File: src/rtl/seven_seg_scan_driver_pkg.sv
`default_nettype none
// ============================================================================
// Module   : seven_seg_scan_driver_pkg
// Purpose  : Shared definitions for seven-segment display blocks. It holds the
//            segment bus width and the hex-to-segment table. Patterns are
//            active-high (1 = lit). Bit order is {a,b,c,d,e,f,g}, with seg[6]=a
//            and seg[0]=g.
// Ports    : none (package)
// Revision : 1.0 - initial release
// ============================================================================
package seven_seg_scan_driver_pkg;

  localparam int SEG_W = 7;

  // Active-high lit pattern for one hex nibble, bit order a..g (MSB = a).
  function automatic logic [SEG_W-1:0] hex_to_seg(input logic [3:0] hex);
    logic [SEG_W-1:0] pat;
    case (hex)
      4'h0:    pat = 7'b1111110;
      4'h1:    pat = 7'b0110000;
      4'h2:    pat = 7'b1101101;
      4'h3:    pat = 7'b1111001;
      4'h4:    pat = 7'b0110011;
      4'h5:    pat = 7'b1011011;
      4'h6:    pat = 7'b1011111;
      4'h7:    pat = 7'b1110000;
      4'h8:    pat = 7'b1111111;
      4'h9:    pat = 7'b1111011;
      4'hA:    pat = 7'b1110111;
      4'hB:    pat = 7'b0011111;
      4'hC:    pat = 7'b1001110;
      4'hD:    pat = 7'b0111101;
      4'hE:    pat = 7'b1001111;
      default: pat = 7'b1000111;
    endcase
    return pat;
  endfunction

endpackage
`default_nettype wire

File: src/rtl/seven_seg_scan_driver_if.sv
`default_nettype none
// ============================================================================
// Module   : seven_seg_scan_driver_if
// Purpose  : Bundles the image-load side and the display pin side of the scan
//            driver.
//            Image-load signals:
//              load                capture strobe
//              data_in[4*DIGITS]   hex nibbles, digit 0 is rightmost
//              dp_in / blank_in / blink_in [DIGITS]  per-digit attributes
//            Display pin signals:
//              seg[7]              {a..g} cathodes
//              dp                  decimal point
//              an[DIGITS]          digit enables
//              frame_tick          image commit pulse
//            Modports:
//              master              user logic (drives the image inputs)
//              slave               driver (drives the display pins)
// Revision : 1.0 - initial release
// ============================================================================
interface seven_seg_scan_driver_if #(
  parameter int DIGITS = 4
);
  import seven_seg_scan_driver_pkg::*;

  logic                  load;
  logic [4*DIGITS-1:0]   data_in;
  logic [DIGITS-1:0]     dp_in;
  logic [DIGITS-1:0]     blank_in;
  logic [DIGITS-1:0]     blink_in;
  logic [SEG_W-1:0]      seg;
  logic                  dp;
  logic [DIGITS-1:0]     an;
  logic                  frame_tick;

  modport master (
    output load, data_in, dp_in, blank_in, blink_in,
    input  seg, dp, an, frame_tick
  );

  modport slave (
    input  load, data_in, dp_in, blank_in, blink_in,
    output seg, dp, an, frame_tick
  );

endinterface
`default_nettype wire

File: src/rtl/seven_seg_scan_driver_hex_decode.sv
`default_nettype none
// ============================================================================
// Module   : seven_seg_scan_driver_hex_decode
// Purpose  : Combinational hex nibble to active-high seven-segment pattern.
// Ports    : hex [3:0] in  - nibble to display
//            seg [6:0] out - lit pattern {a..g}, 1 = lit
// Revision : 1.0 - initial release
// ============================================================================
module seven_seg_scan_driver_hex_decode
  import seven_seg_scan_driver_pkg::*;
(
  input  wire  [3:0]       hex,
  output logic [SEG_W-1:0] seg
);

  always_comb begin
    seg = hex_to_seg(hex);
  end

endmodule
`default_nettype wire

File: src/rtl/seven_seg_scan_driver.sv
`default_nettype none
// ============================================================================
// Module   : seven_seg_scan_driver
// Purpose  : Time-multiplexed N-digit hex seven-segment scan driver.
//            - Double-buffered digit image, committed at the frame boundary.
//            - Per-digit blank, blink and decimal point.
//            - Anti-ghosting guard at the start of each slot.
//            - Registered pin outputs.
// Ports    : clk  in - system clock
//            rst  in - asynchronous active-high reset
//            bus  slave modport:
//                   load, data_in, dp_in, blank_in, blink_in  in
//                   seg, dp, an, frame_tick                   out
// Revision : 1.0 - initial release
// ============================================================================
module seven_seg_scan_driver
  import seven_seg_scan_driver_pkg::*;
#(
  parameter int DIGITS         = 4,
  parameter int REFRESH_DIV    = 100000,
  parameter int GUARD          = 16,
  parameter int BLINK_FRAMES   = 64,
  parameter int SEG_ACTIVE_LOW = 1,
  parameter int AN_ACTIVE_LOW  = 1
) (
  input wire                    clk,
  input wire                    rst,
  seven_seg_scan_driver_if.slave bus
);

  localparam int CNT_W = $clog2(REFRESH_DIV);
  localparam int IDX_W = (DIGITS > 1) ? $clog2(DIGITS) : 1;
  localparam int FRM_W = (BLINK_FRAMES > 1) ? $clog2(BLINK_FRAMES) : 1;

  localparam logic [CNT_W-1:0]  CNT_LAST = CNT_W'(REFRESH_DIV - 1);
  localparam logic [IDX_W-1:0]  IDX_LAST = IDX_W'(DIGITS - 1);
  localparam logic [FRM_W-1:0]  FRM_LAST = FRM_W'(BLINK_FRAMES - 1);

  localparam logic [DIGITS-1:0] AN_IDLE  = (AN_ACTIVE_LOW != 0) ? '1 : '0;
  localparam logic [SEG_W-1:0]  SEG_IDLE = (SEG_ACTIVE_LOW != 0) ? '1 : '0;
  localparam logic              DP_IDLE  = (SEG_ACTIVE_LOW != 0);

  // Scan and blink timing state
  logic [CNT_W-1:0]           cnt_q, cnt_d;
  logic [IDX_W-1:0]           idx_q, idx_d;
  logic [FRM_W-1:0]           frm_q, frm_d;
  logic                       phase_q, phase_d;   // 1 = blink-on phase

  // Pending and displayed images
  logic [DIGITS-1:0][3:0]     pend_data_q, pend_data_d, disp_data_q, disp_data_d;
  logic [DIGITS-1:0]          pend_dp_q, pend_dp_d, disp_dp_q, disp_dp_d;
  logic [DIGITS-1:0]          pend_blank_q, pend_blank_d, disp_blank_q, disp_blank_d;
  logic [DIGITS-1:0]          pend_blink_q, pend_blink_d, disp_blink_q, disp_blink_d;

  // Registered pins
  logic [DIGITS-1:0]          an_q, an_d;
  logic [SEG_W-1:0]           seg_q, seg_d;
  logic                       dp_q, dp_d;
  logic                       frame_tick_q, frame_tick_d;

  logic                       guard_ok;
  logic [SEG_W-1:0]           dec_seg;

  generate
    if (GUARD == 0) begin : g_no_guard
      assign guard_ok = 1'b1;
    end else begin : g_guard
      assign guard_ok = (cnt_q >= CNT_W'(GUARD));
    end
  endgenerate

  seven_seg_scan_driver_hex_decode u_hex_decode (
    .hex (disp_data_q[idx_q]),
    .seg (dec_seg)
  );

  always_comb begin
    logic                   last_cnt;
    logic                   boundary;
    logic                   digit_on;
    logic [DIGITS-1:0]      an_onehot;
    logic [SEG_W-1:0]       seg_raw;
    logic                   dp_raw;

    last_cnt = (cnt_q == CNT_LAST);
    boundary = last_cnt && (idx_q == IDX_LAST);

    cnt_d = last_cnt ? '0 : cnt_q + 1'b1;
    idx_d = idx_q;
    if (last_cnt) begin
      idx_d = (idx_q == IDX_LAST) ? '0 : idx_q + 1'b1;
    end

    frm_d   = frm_q;
    phase_d = phase_q;
    if (boundary) begin
      if (frm_q == FRM_LAST) begin
        frm_d   = '0;
        phase_d = ~phase_q;
      end else begin
        frm_d = frm_q + 1'b1;
      end
    end

    // The display takes the post-load pending value. A load on the boundary
    // cycle therefore lands in the very next frame.
    pend_data_d  = bus.load ? bus.data_in  : pend_data_q;
    pend_dp_d    = bus.load ? bus.dp_in    : pend_dp_q;
    pend_blank_d = bus.load ? bus.blank_in : pend_blank_q;
    pend_blink_d = bus.load ? bus.blink_in : pend_blink_q;

    disp_data_d  = boundary ? pend_data_d  : disp_data_q;
    disp_dp_d    = boundary ? pend_dp_d    : disp_dp_q;
    disp_blank_d = boundary ? pend_blank_d : disp_blank_q;
    disp_blink_d = boundary ? pend_blink_d : disp_blink_q;

    // The guard keeps all anodes dark across the idx change. At most one
    // anode is ever enabled.
    digit_on = guard_ok && !disp_blank_q[idx_q] &&
               !(!phase_q && disp_blink_q[idx_q]);

    an_onehot = '0;
    if (digit_on) begin
      an_onehot[idx_q] = 1'b1;
    end
    seg_raw = digit_on ? dec_seg : '0;
    dp_raw  = digit_on && disp_dp_q[idx_q];

    an_d         = (AN_ACTIVE_LOW != 0)  ? ~an_onehot : an_onehot;
    seg_d        = (SEG_ACTIVE_LOW != 0) ? ~seg_raw   : seg_raw;
    dp_d         = (SEG_ACTIVE_LOW != 0) ? ~dp_raw    : dp_raw;
    frame_tick_d = boundary;
  end

  always_ff @(posedge clk or posedge rst) begin
    if (rst) begin
      cnt_q        <= '0;
      idx_q        <= '0;
      frm_q        <= '0;
      phase_q      <= 1'b1;
      pend_data_q  <= '0;
      pend_dp_q    <= '0;
      pend_blank_q <= '1;
      pend_blink_q <= '0;
      disp_data_q  <= '0;
      disp_dp_q    <= '0;
      disp_blank_q <= '1;
      disp_blink_q <= '0;
      an_q         <= AN_IDLE;
      seg_q        <= SEG_IDLE;
      dp_q         <= DP_IDLE;
      frame_tick_q <= 1'b0;
    end else begin
      cnt_q        <= cnt_d;
      idx_q        <= idx_d;
      frm_q        <= frm_d;
      phase_q      <= phase_d;
      pend_data_q  <= pend_data_d;
      pend_dp_q    <= pend_dp_d;
      pend_blank_q <= pend_blank_d;
      pend_blink_q <= pend_blink_d;
      disp_data_q  <= disp_data_d;
      disp_dp_q    <= disp_dp_d;
      disp_blank_q <= disp_blank_d;
      disp_blink_q <= disp_blink_d;
      an_q         <= an_d;
      seg_q        <= seg_d;
      dp_q         <= dp_d;
      frame_tick_q <= frame_tick_d;
    end
  end

  assign bus.an         = an_q;
  assign bus.seg        = seg_q;
  assign bus.dp         = dp_q;
  assign bus.frame_tick = frame_tick_q;

endmodule
`default_nettype wire
File: src/flat_wrapper.sv
// flat-port wrapper written by rule: the top's interface ports become plain ports
module seven_seg_scan_driver_flat import seven_seg_scan_driver_pkg::*;
#(
  parameter int DIGITS         = 4,
  parameter int REFRESH_DIV    = 100000,
  parameter int GUARD          = 16,
  parameter int BLINK_FRAMES   = 64,
  parameter int SEG_ACTIVE_LOW = 1,
  parameter int AN_ACTIVE_LOW  = 1
)
  (clk, rst, bus_load, bus_data_in, bus_dp_in, bus_blank_in, bus_blink_in, bus_seg, bus_dp, bus_an, bus_frame_tick);
  seven_seg_scan_driver_if #(.DIGITS(DIGITS)) bus_i ();
  input wire clk;
  input wire rst;
  input wire logic [$bits(bus_i.load)-1:0] bus_load;
  input wire logic [$bits(bus_i.data_in)-1:0] bus_data_in;
  input wire logic [$bits(bus_i.dp_in)-1:0] bus_dp_in;
  input wire logic [$bits(bus_i.blank_in)-1:0] bus_blank_in;
  input wire logic [$bits(bus_i.blink_in)-1:0] bus_blink_in;
  output wire logic [$bits(bus_i.seg)-1:0] bus_seg;
  output wire logic [$bits(bus_i.dp)-1:0] bus_dp;
  output wire logic [$bits(bus_i.an)-1:0] bus_an;
  output wire logic [$bits(bus_i.frame_tick)-1:0] bus_frame_tick;
  assign bus_i.load = bus_load;
  assign bus_i.data_in = bus_data_in;
  assign bus_i.dp_in = bus_dp_in;
  assign bus_i.blank_in = bus_blank_in;
  assign bus_i.blink_in = bus_blink_in;
  assign bus_seg = bus_i.seg;
  assign bus_dp = bus_i.dp;
  assign bus_an = bus_i.an;
  assign bus_frame_tick = bus_i.frame_tick;
  seven_seg_scan_driver #(.DIGITS(DIGITS), .REFRESH_DIV(REFRESH_DIV), .GUARD(GUARD), .BLINK_FRAMES(BLINK_FRAMES), .SEG_ACTIVE_LOW(SEG_ACTIVE_LOW), .AN_ACTIVE_LOW(AN_ACTIVE_LOW)) u_core (.clk(clk), .rst(rst), .bus(bus_i));
endmodule
File: config.mk
export PLATFORM = sky130hd
export DESIGN_NAME = seven_seg_scan_driver_flat
export DESIGN_NICKNAME = d
export VERILOG_FILES = /design/src/rtl/seven_seg_scan_driver_pkg.sv /design/src/rtl/seven_seg_scan_driver_if.sv /design/src/rtl/seven_seg_scan_driver_hex_decode.sv /design/src/rtl/seven_seg_scan_driver.sv /design/src/flat_wrapper.sv
export SDC_FILE = /design/constraint.sdc
export NUM_CORES = 1
export LEC_CHECK = 0
export ABC_AREA = 1
export BUFFER_PORTS_ARGS = -buffer_cell sky130_fd_sc_hd__clkbuf_2
export CORE_MARGIN = 5
export CORE_UTILIZATION = 50
export CTS_CLUSTER_SIZE = 30
export DETAILED_ROUTE_END_ITERATION = 16
export PLACE_DENSITY = 0.72
export SETUP_SLACK_MARGIN = 0.5
export SLEW_MARGIN = 20
export SYNTH_ARGS = -nofsm -noshare
export SYNTH_HDL_FRONTEND = slang
export SYNTH_SLANG_ARGS = --single-unit
export TNS_END_PERCENT = 10
File: constraint.sdc
create_clock -name clk -period 4.55 [get_ports clk]
set_input_delay 0.6825 -clock clk [delete_from_list [all_inputs] [get_ports clk]]
set_output_delay 0.6825 -clock clk [all_outputs]
set_load 0.01 [all_outputs]
==> results of run 1 <==
==> area by class of cell <==
type	instances	share of cell area, %
clock buffer	9	2.43
clock inverter	7	1.89
sequential	95	47.1
timing repair buffer	44	4.37
tap	111	2.72
multi-input combinational	430	37.9
inverter	48	3.58
==> flip-flops by register name (all words and copies together) (netlist names), 6 cells and up <==
register / flops
u_core.frm_q: 6
u_core.bus.seg: 7
u_core.pend_data_q: 16
u_core.disp_data_q: 16
u_core.cnt_q: 17
==> logic make-up after synthesis <==
family / after synthesis / share of synthesized area, %
xor gates and xnor gates: 10 / 1.90
buffers and inverters: 65 / 6.15
AOI/OAI and AO/OA: 17 / 2.09
DFF: 95 / 52.0
adders and majority gates: 13 / 3.52
and+or+nand+nor: 390 / 34.3
==> routing by layer <==
| layer | global-route usage, % | part of all wire (%) | vias to the layer above |
|---|---|---|---|
| met5 | 0 | 0 | - |
| met2 | 26.7 | 45 | 60 |
| met4 | 7.31 | 2.0 | 0 |
| met1 | 25.3 | 49 | 1674 |
| li1 | - | - | 1886 |
| met3 | 2.79 | 3.5 | 19 |
==> worst min path at each step <==
stage	startpoint	cells past startpoint	slack, ps	to
after floorplan	u_core.pend_blink_q[0]$_DFF_PP0_	2	440	u_core.pend_blink_q[0]$_DFF_PP0_
after global placement	u_core.disp_blank_q[3]$_DFFE_PP1P_	2	460	u_core.disp_blank_q[3]$_DFFE_PP1P_
after detailed placement	u_core.disp_blank_q[3]$_DFFE_PP1P_	2	460	u_core.disp_blank_q[3]$_DFFE_PP1P_
after CTS	u_core.disp_blank_q[3]$_DFFE_PP1P_	2	480	u_core.disp_blank_q[3]$_DFFE_PP1P_
after global routing	u_core.disp_blank_q[3]$_DFFE_PP1P_	2	490	u_core.disp_blank_q[3]$_DFFE_PP1P_
final	rst	2	450	u_core.pend_blink_q[1]$_DFF_PP0_
==> power by group through the flow <==
stage          sequential (W)  combinational (W)  clock [W]
2_1_floorplan        0.000889          0.0000416          0
3_3_place_gp         0.000890          0.0000667          0
3_5_place_dp         0.000890          0.0000680          0
4_1_cts              0.000875          0.0000680   0.000624
5_1_grt              0.000877          0.0000788   0.000660
6_report             0.000874          0.0000658   0.000603
==> critical path, stage by stage, from the launching register on <==
cell and delay, ps:
dfrtp_1 790, inv_1 420, nand2_1 140, nand3_1 70, nand2_1 220, inv_1 130
ha_1 210, nand3_1 120, nand2_1 70, nand2_1 50, nand3_1 80
==> stage by stage <==
| stage | total power, W | hold WS [ps] | setup WS (ps) | utilization, % | instance area (sq um) |
|---|---|---|---|---|---|
| after CTS | 0.00157 | 476 | 2130 | 56.0 | 5100 |
| final | 0.00154 | 454 | 2140 | 56.0 | 5100 |
| after global placement | 0.000956 | 459 | 2170 | 53.6 | 4880 |
| after global routing | 0.00162 | 488 | 1760 | 56.0 | 5100 |
| after detailed placement | 0.000958 | 461 | 2150 | 53.6 | 4880 |
| after floorplan | 0.000930 | 438 | 1430 | - | 4620 |
==> placed cells by master (no fill, tap or decap), types with 2 or more instances in the layout <==
master / synthesis / routed
a21oi_1: 3 / 3
bufinv_16: 0 / 2
clkbuf_2: 0 / 43
clkbuf_8: 0 / 9
clkinvlp_4: 0 / 2
dfrtp_1: 74 / 74
dfstp_2: 21 / 21
ha_1: 13 / 13
inv_1: 45 / 44
inv_2: 3 / 3
nand2_1: 282 / 282
nand3_1: 41 / 41
nand4_1: 7 / 7
nor2_1: 46 / 46
nor2_4: 2 / 2
nor3_1: 4 / 4
o211ai_1: 3 / 3
o21ai_0: 9 / 9
or2_2: 3 / 3
xor2_1: 9 / 9
==> results.json, run 1 <==
{
  "worst_slew_margin_relative_to_its_limit_pct": 48.4,
  "total_number_of_vias": 3639,
  "fp-row-count": 35,
  "start_util_pct": 50.7,
  "post_synth.cell_area_avg_sq_um": 7.83,
  "r2r.worst_path.cells": 10,
  "power.clock.fraction_pct": 39.1,
  "drt_pass1_iterations": 4,
  "grt_setup_unrepaired": "false",
  "cts.sinks": 95,
  "cts_tree": "built",
  "area_growth_from_synthesis_to_layout_pct": 10.4,
  "ys_types": 29,
  "critical_path_endpoint": "u_core.bus.seg[1]$_DFF_PP1_",
  "internal_power_w": 0.00120,
  "grt_util_all_layers_pct": 17.6,
  "synthFlopType": "dfrtp_1",
  "r2r_end": "u_core.bus.seg[1]$_DFF_PP1_",
  "antenna-diode-count": 0,
  "most_frequent_cell_after_synthesis": "nand2_1",
  "startpoint": "u_core.idx_q[0]$_DFFE_PP0N_",
  "grt_start_max_net_pins": 65,
  "finalSetupTns_ps": 0,
  "post_synth_inst_count": 590,
  "post-route-drc-count": 0,
  "port_buffers": 43,
  "regToRegSetupSlack_ps": 2140,
  "detail_route.vias_per_cell": 4.89,
  "worst_margin_slew_ps": 771,
  "synth.yosys.warnings": 0,
  "power.combinational.fraction_pct": 4.3,
  "clk_transition_reported_paths_ps": 100,
  "die-area_sq_um": 11300,
  "clock.fmax_mhz": 415,
  "fillCellCount": 881,
  "boundaryPins": 44,
  "total_switching_power_w": 0.000345,
  "yosys_register_bits": 95,
  "grt_remaining_overflow": 0,
  "ctsResizeCount": 0,
  "detail_route.wl_per_cell_um": 12.5,
  "cp_data_arrival_time_ps": 2670,
  "clock_tree_buffer_depth": 2,
  "seqPwrFrac_pct": 56.6,
  "dp_hpwl_um": 6710,
  "report.final.hold_viol_count": 0,
  "dp.cells": 728,
  "synth.cells.most_frequent": "nand2_1 (282), dfrtp_1 (74), nor2_1 (46), inv_1 (45), nand3_1 (41)",
  "grt_first_pass_wirelength_um": 16200,
  "synth_edf_count": 0,
  "worst_hold_path_class": "primary input to asynchronous set/reset pin",
  "drv.max_cap_violation_count": 0,
  "crit_type": "flip-flop to flip-flop",
  "multi_input_logic_area_sq_um": 1930,
  "drv_slew": 0,
  "power.leakage_nw": 2.68,
  "power_per_cell_area_nw_per_um2": 303,
  "htreeDepth": 3,
  "ir_drop_mv": 0.159,
  "post_route_cells_drive_above_1_share_pct": 14.5,
  "cts_hold_buffers": 0,
  "startpoint_type": "flip-flop",
  "ff_latch_area_sq_um": 2400,
  "die_y_um": 106,
  "ys_top_cells_by_area": "dfrtp_1 (40%), nand2_1 (23%), dfstp_2 (12%)",
  "critPathRequiredTime_ps": 4810,
  "critPathCaptureType": "flip-flop",
  "mappedNetlistArea_sq_um": 4620,
  "initialDrtViolationCount": 171,
  "nets_in_the_synthesized_netlist": 634,
  "critical_path_peak_fanout": 22,
  "core_sq_um": 9110,
  "clock-skew-final_ps": 12.3,
  "setup_viol": 0,
  "reg2reg_from": "u_core.idx_q[0]$_DFFE_PP0N_",
  "clk-insertion-delay-late_ps": 360,
  "portion_of_the_clock_cycle_consumed_by_the_worst_path_in_the_final_layout_pct": 53.0,
  "asyncSetResetFlopFracSynth_pct": 100,
  "number_of_antenna_violations_at_the_first_check_in_global_routing": 0,
  "final_cell_count_no_fill": 744,
  "switching_share_pct": 22.3,
  "final_period_minus_worst_setup_slack_ps": 2410,
  "ctsRootBufferMaster": "clkbuf_8",
  "place.gp.congestion": 0.886,
  "drt_wl_total_um": 9320,
  "die_width_um": 106,
  "outcome": "completed",
  "post_cts_buffers": 0,
  "cts_made_buffers": 9,
  "via_count_of_the_first_global_routing_pass": 3494,
  "yosys.area.top_type_share_pct": 40.1,
  "drtAntennaViolNets": 0,
  "synth_seq_area_share_pct": 52.0,
  "nets": 672,
  "synth_top_area_cell": "dfrtp_1"
}
(Power assumes the default switching activity.)
==> run 2: changes to the inputs <==
--- a/config.mk
+++ b/config.mk
@@ -5,13 +5,13 @@
 export SDC_FILE = /design/constraint.sdc
 export NUM_CORES = 1
 export LEC_CHECK = 0
-export ABC_AREA = 1
+export ABC_AREA = 0
 export BUFFER_PORTS_ARGS = -buffer_cell sky130_fd_sc_hd__clkbuf_2
 export CORE_MARGIN = 5
 export CORE_UTILIZATION = 50
 export CTS_CLUSTER_SIZE = 30
 export DETAILED_ROUTE_END_ITERATION = 16
-export PLACE_DENSITY = 0.72
+export PLACE_DENSITY = 0.75
 export SETUP_SLACK_MARGIN = 0.5
 export SLEW_MARGIN = 20
 export SYNTH_ARGS = -nofsm -noshare
==> constraint.sdc (replaced) <==
create_clock -name clk -period 2.05 [get_ports clk]
set_input_delay 0.3075 -clock clk [delete_from_list [all_inputs] [get_ports clk]]
set_output_delay 0.3075 -clock clk [all_outputs]
set_load 0.01 [all_outputs]
==> results.json, run 2 <==
{
  "crit_type": "flip-flop to flip-flop",
  "r2r.worst_path.cells": 5,
  "ys_types": 44,
  "ctsRootBufferMaster": "clkbuf_8",
  "drt_pass1_iterations": 4,
  "power_per_cell_area_nw_per_um2": 669,
  "start_util_pct": 50.5,
  "grt_setup_unrepaired": "true",
  "ir_drop_mv": 0.385,
  "finalSetupTns_ps": 0,
  "nets": 451,
  "die_y_um": 103,
  "core_sq_um": 8590,
  "synth.yosys.warnings": 0,
  "outcome": "completed",
  "drtAntennaViolNets": 0,
  "port_buffers": 43,
  "most_frequent_cell_after_synthesis": "dfrtp_1",
  "grt_util_all_layers_pct": 17.3,
  "post_route_cells_drive_above_1_share_pct": 52.2,
  "clk-insertion-delay-late_ps": 360,
  "timing.hold.worst_endpoint": "u_core.pend_data_q[15]$_DFF_PP0_",
  "setup_viol": 0,
  "detail_route.vias_per_cell": 5.39,
  "drv_slew": 0,
  "total_number_of_vias": 2805,
  "clock.fmax_mhz": 521,
  "die_width_um": 103,
  "final_period_minus_worst_setup_slack_ps": 1920,
  "cts_tree": "built",
  "htreeDepth": 3,
  "report.final.hold_viol_count": 0,
  "seqPwrFrac_pct": 57.6,
  "hold_depth": 2,
  "power.clock.fraction_pct": 33.2,
  "max_flop_register": "u_core.cnt_q",
  "worst_slew_margin_relative_to_its_limit_pct": 67.1,
  "drv.max_cap_violation_count": 0,
  "area_growth_from_synthesis_to_layout_pct": 21.5,
  "detail_route.wl_per_cell_um": 16.4,
  "yosys_register_bits": 95,
  "mappedNetlistArea_sq_um": 4340,
  "ys_top_cells_by_area": "dfrtp_1 (43%), mux2_2 (16%), dfstp_2 (13%)",
  "place.gp.congestion": 0.888,
  "critPathRequiredTime_ps": 2340,
  "clock_tree_buffer_depth": 2,
  "fp-row-count": 34,
  "post_synth_inst_count": 329,
  "grt_remaining_overflow": 0,
  "synth.cells.most_frequent": "dfrtp_1 (74), mux2_2 (62), dfstp_2 (21), nor2_1 (19), nand3_1 (17)",
  "post-route-drc-count": 0,
  "biggestRegsByFlops": "u_core.cnt_q x17, u_core.disp_data_q x16, u_core.pend_data_q x16",
  "power.leakage_nw": 2.35,
  "nets_in_the_synthesized_netlist": 373,
  "initialDrtViolationCount": 123,
  "regToRegSetupSlack_ps": 130,
  "max_reg_flops": 17,
  "synth_seq_area_share_pct": 55.4,
  "boundaryPins": 44,
  "internal_power_w": 0.00263,
  "cts.sinks": 95,
  "clk_transition_reported_paths_ps": 110,
  "asyncSetResetFlopFracSynth_pct": 100,
  "synth_top_area_cell": "dfrtp_1",
  "place_area_sq_um": 4860,
  "power.combinational.fraction_pct": 9.3,
  "total_switching_power_w": 0.000900,
  "number_of_antenna_violations_at_the_first_check_in_global_routing": 0,
  "post-route-cell-area_sq_um": 5270,
  "post_synth.cell_area_avg_sq_um": 13.2,
  "r2r_end": "u_core.bus.seg[6]$_DFF_PP1_",
  "yosys.area.top_type_share_pct": 42.7,
  "die-area_sq_um": 10600,
  "synthFlopType": "dfrtp_1",
  "portion_of_the_clock_cycle_consumed_by_the_worst_path_in_the_final_layout_pct": 93.6,
  "final_common_cell": "dfrtp_1",
  "dp_hpwl_um": 6070,
  "reg2reg_from": "u_core.idx_q[0]$_DFFE_PP0N_",
  "grt_start_max_net_pins": 41,
  "hold_path.startpoint": "bus_data_in[15]",
  "switching_share_pct": 25.5,
  "most_frequent_cells_in_the_layout": "dfrtp_1 (69), mux2_2 (61), clkbuf_2 (43), buf_4 (30), dfstp_2 (21)",
  "finalPower_w": 0.00353,
  "worst_margin_slew_ps": 480,
  "clock-skew-final_ps": 13.7,
  "critical_path_peak_fanout": 4,
  "synth_edf_count": 0,
  "grt_first_pass_wirelength_um": 14500,
  "via_count_of_the_first_global_routing_pass": 2955,
  "cts_made_buffers": 9,
  "startpoint_type": "flip-flop",
  "drt_wl_total_um": 8520,
  "cp_data_arrival_time_ps": 2200,
  "critPathCaptureType": "flip-flop",
  "worst_hold_path_class": "primary input to flip-flop",
  "antenna-diode-count": 0
}
==> run 2: cell families after synthesis <==
logic type	after synthesis	share of synthesized area (%)
compound gates	24	3.93
mux	75	20.8
simple gates	83	10.4
flops	95	55.4
fa+ha+maj	13	3.75
buf+inv	21	2.05
xor+xnor	18	3.64
==> run 2: worst max-delay path, stage by stage, from the launching register on <==
cell	delay (ps)
dfrtp_2	420
mux4_2	600
ha_4	200
or3_1	380
a21oi_2	160
o31ai_2	80
==> run 2: through the flow <==
stage	utilization (%)	hold WS, ps	std cells	setup slack (ps)
floorplan	-	446	329	-45.9
global placement	56.5	314	494	65.1
detailed placement	56.5	322	494	1.81
CTS	59.5	178	512	168
global route	61.3	182	520	86.3
finish	61.3	189	520	132
==> run 2: worst max path at each step <==
stage                                            from                          end  slack [ps]  cells past startpoint
after floorplan           u_core.idx_q[0]$_DFFE_PP0N_  u_core.bus.seg[6]$_DFF_PP1_         -50                      7
after global placement    u_core.idx_q[0]$_DFFE_PP0N_  u_core.bus.seg[4]$_DFF_PP1_          70                      5
after detailed placement  u_core.idx_q[0]$_DFFE_PP0N_  u_core.bus.seg[4]$_DFF_PP1_           2                      5
after CTS                 u_core.idx_q[0]$_DFFE_PP0N_  u_core.bus.seg[6]$_DFF_PP1_         170                      6
after global routing      u_core.idx_q[0]$_DFFE_PP0N_  u_core.bus.seg[6]$_DFF_PP1_          90                      5
final                     u_core.idx_q[0]$_DFFE_PP0N_  u_core.bus.seg[6]$_DFF_PP1_         130                      5
==> run 2: power by group through the flow <==
stage / sequential, W / combinational, W / clock [W]
2_1_floorplan: 0.00206 / 0.000193 / 0
3_3_place_gp: 0.00206 / 0.000305 / 0
3_5_place_dp: 0.00207 / 0.000315 / 0
4_1_cts: 0.00203 / 0.000326 / 0.00121
5_1_grt: 0.00204 / 0.000365 / 0.00129
6_report: 0.00203 / 0.000327 / 0.00117
==> run 2: layout make-up <==
class	count	area [sq um]
clock inverter	7	58.8
inverter	8	33.8
timing repair buffer	80	538
tap	108	135
multi-input combinational	213	1970
clock buffer	9	124
sequential	95	2410
fill	698	3330
==> run 2: what timing repair did <==
item,in CTS,in global routing
gates cloned,1,0
hold buffers,1,0
setup endpoints to repair,59,59
setup buffers,0,8
pin swaps,4,10
endpoints found under the hold margin,11,0
gates resized for setup,13,24
==> run 2: layer usage <==
metal,track usage [%],share of wire (%)
met3,2.44,3.0
met2,27.0,48
met4,4.78,1.5
met5,0,0
met1,25.5,48
==> run 3: changes to the inputs <==
--- a/config.mk
+++ b/config.mk
@@ -12,6 +12,7 @@
 export CTS_CLUSTER_SIZE = 30
 export DETAILED_ROUTE_END_ITERATION = 16
 export PLACE_DENSITY = 0.75
+export RECOVER_POWER = 50
 export SETUP_SLACK_MARGIN = 0.5
 export SLEW_MARGIN = 20
 export SYNTH_ARGS = -nofsm -noshare
==> results.json, run 3 (same netlist as run 2, synthesis figures left out) <==
{
  "grt_start_max_net_pins": 41,
  "r2r.worst_path.cells": 5,
  "worst_hold_path_class": "primary input to flip-flop",
  "port_buffers": 43,
  "hold_depth": 2,
  "dp_hpwl_um": 6070,
  "r2r_end": "u_core.bus.seg[6]$_DFF_PP1_",
  "critical_path_peak_fanout": 4,
  "setup_viol": 0,
  "grt_remaining_overflow": 0,
  "critPathCaptureType": "flip-flop",
  "antenna-diode-count": 0,
  "final_common_cell": "dfrtp_1",
  "finish.utilization_pct": 60.9,
  "worst_margin_slew_ps": 760,
  "ctsRootBufferMaster": "clkbuf_8",
  "critPathRequiredTime_ps": 2340,
  "finalWorstSetupSlack_ps": 131,
  "clock-skew-final_ps": 12.0,
  "final_cell_count_no_fill": 520,
  "boundaryPins": 44,
  "power.leakage_nw": 2.34,
  "die_width_um": 103,
  "total_number_of_vias": 2800,
  "post_route_cells_drive_above_1_share_pct": 50.2,
  "via_count_of_the_first_global_routing_pass": 2955,
  "clock.fmax_mhz": 521,
  "detail_route.vias_per_cell": 5.38,
  "startpoint_type": "flip-flop",
  "critical_path.n_buffers_inverters": 0,
  "regToRegSetupSlack_ps": 130,
  "clock_tree_buffer_depth": 2,
  "post-route-drc-count": 0,
  "worstSetupPathDepth": 5,
  "nets": 451,
  "path_delay_family": "multiplexers",
  "outcome": "completed",
  "placement.setup.worst_slack_ps": 1.81,
  "biggestRegsByFlops": "u_core.cnt_q x17, u_core.disp_data_q x16, u_core.pend_data_q x16",
  "drv.max_cap_violation_count": 0,
  "worst_slew_margin_relative_to_its_limit_pct": 49.0,
  "grt_util_all_layers_pct": 17.3,
  "die-area_sq_um": 10600,
  "detail_route.wl_per_cell_um": 16.3,
  "core_sq_um": 8590,
  "ir_drop_mv": 0.386,
  "hold-worst-slack_ps": 190,
  "grt_first_pass_wirelength_um": 14500,
  "initialDrtViolationCount": 144,
  "critical_path_endpoint": "u_core.bus.seg[6]$_DFF_PP1_",
  "number_of_antenna_violations_at_the_first_check_in_global_routing": 0,
  "slowest_stage": "mux4_2",
  "max_flop_register": "u_core.cnt_q",
  "clk_transition_reported_paths_ps": 100,
  "htreeDepth": 3,
  "start_util_pct": 50.5,
  "crit_chain": "mux4_2 -> ha_4 -> or3_1 -> a21oi_2 -> o31ai_2",
  "report.final.hold_viol_count": 0,
  "cts.sinks": 95,
  "cp_data_arrival_time_ps": 2210,
  "fillCellCount": 704,
  "finalPower_w": 0.00352,
  "ff_latch_area_sq_um": 2410,
  "max_reg_flops": 17,
  "drt_pass1_iterations": 4,
  "fp-row-count": 34,
  "startpoint": "u_core.idx_q[0]$_DFFE_PP0N_",
  "final_period_minus_worst_setup_slack_ps": 1920,
  "drtAntennaViolNets": 0,
  "place.gp.congestion": 0.888,
  "area_growth_from_synthesis_to_layout_pct": 20.7,
  "cts_made_buffers": 9,
  "crit_type": "flip-flop to flip-flop",
  "portion_of_the_clock_cycle_consumed_by_the_worst_path_in_the_final_layout_pct": 93.6,
  "grt_setup_unrepaired": "true",
  "multi_input_logic_area_sq_um": 1960,
  "dp.cells": 494,
  "drv_slew": 0,
  "cts_tree": "built",
  "drt_wl_total_um": 8500,
  "power_per_cell_area_nw_per_um2": 672,
  "reg2reg_from": "u_core.idx_q[0]$_DFFE_PP0N_",
  "clk-insertion-delay-late_ps": 360,
  "die_y_um": 103,
  "most_frequent_cells_in_the_layout": "dfrtp_1 (69), mux2_2 (55), clkbuf_2 (44), buf_4 (28), dfstp_2 (21)",
  "slowest_delay_ps": 600
}
==> run 3: changes by cell type in the layout (fill, tap and decap cells not counted), sizes merged <==
cell    delta
buf        -3
clkbuf     +3
==> run 3: stage by stage <==
| stage | setup TNS, ps | cell area, sq um |
|---|---|---|
| 2_1_floorplan | -45.9 | 4340 |
| 3_3_place_gp | 0 | 4860 |
| 3_5_place_dp | 0 | 4860 |
| 4_1_cts | 0 | 5110 |
| 5_1_grt | 0 | 5230 |
| 6_report | 0 | 5230 |
==> run 3: worst min-delay path by stage <==
stage                     slack (ps)                                to                       from
after global placement           310        u_core.cnt_q[13]$_DFF_PP0_                        rst
after floorplan                  450         u_core.cnt_q[0]$_DFF_PP0_  u_core.cnt_q[0]$_DFF_PP0_
final                            190   u_core.pend_data_q[9]$_DFF_PP0_             bus_data_in[9]
after CTS                        180  u_core.pend_data_q[15]$_DFF_PP0_            bus_data_in[15]
after global routing             180  u_core.pend_data_q[15]$_DFF_PP0_            bus_data_in[15]
after detailed placement         320        u_core.cnt_q[13]$_DFF_PP0_                        rst
==> run 3: metal layers <==
metal / GRT usage (%) / share of wire [%]
met4: 4.78 / 1.5
met5: 0 / 0
met2: 27.0 / 47
met3: 2.44 / 3.6
met1: 25.5 / 47
==> run 3: layout make-up <==
cell class / instances / share of cell area (%)
Sequential cell: 95 / 46.0
Clock inverter: 7 / 1.12
Clock buffer: 9 / 2.37
Tap cell: 108 / 2.58
Multi-Input combinational cell: 213 / 37.4
Timing Repair Buffer: 80 / 9.92
Inverter: 8 / 0.598
==> run 3: timing repair <==
item | CTS | global route
cloned | 1 | 0
endpoints found under the hold margin | 11 | 0
endpoints found under the setup margin | 59 | 59
buffers inserted | 0 | 8
pin swaps | 4 | 10
resized for setup | 13 | 24
hold buffers | 1 | 0
==> run 3: worst register-to-register path: stages (launching register included) <==
cell     delay (ps)
dfrtp_2         430
mux4_2          600
ha_4            210
or3_1           390
a21oi_2         150
o31ai_2          80
==> run 3: where the power goes <==
group          switching (W)  total, W  internal, W
combinational       0.000159  0.000319     0.000160
sequential         0.0000363   0.00203      0.00199
clock               0.000704   0.00117     0.000465
total               0.000899   0.00352      0.00262
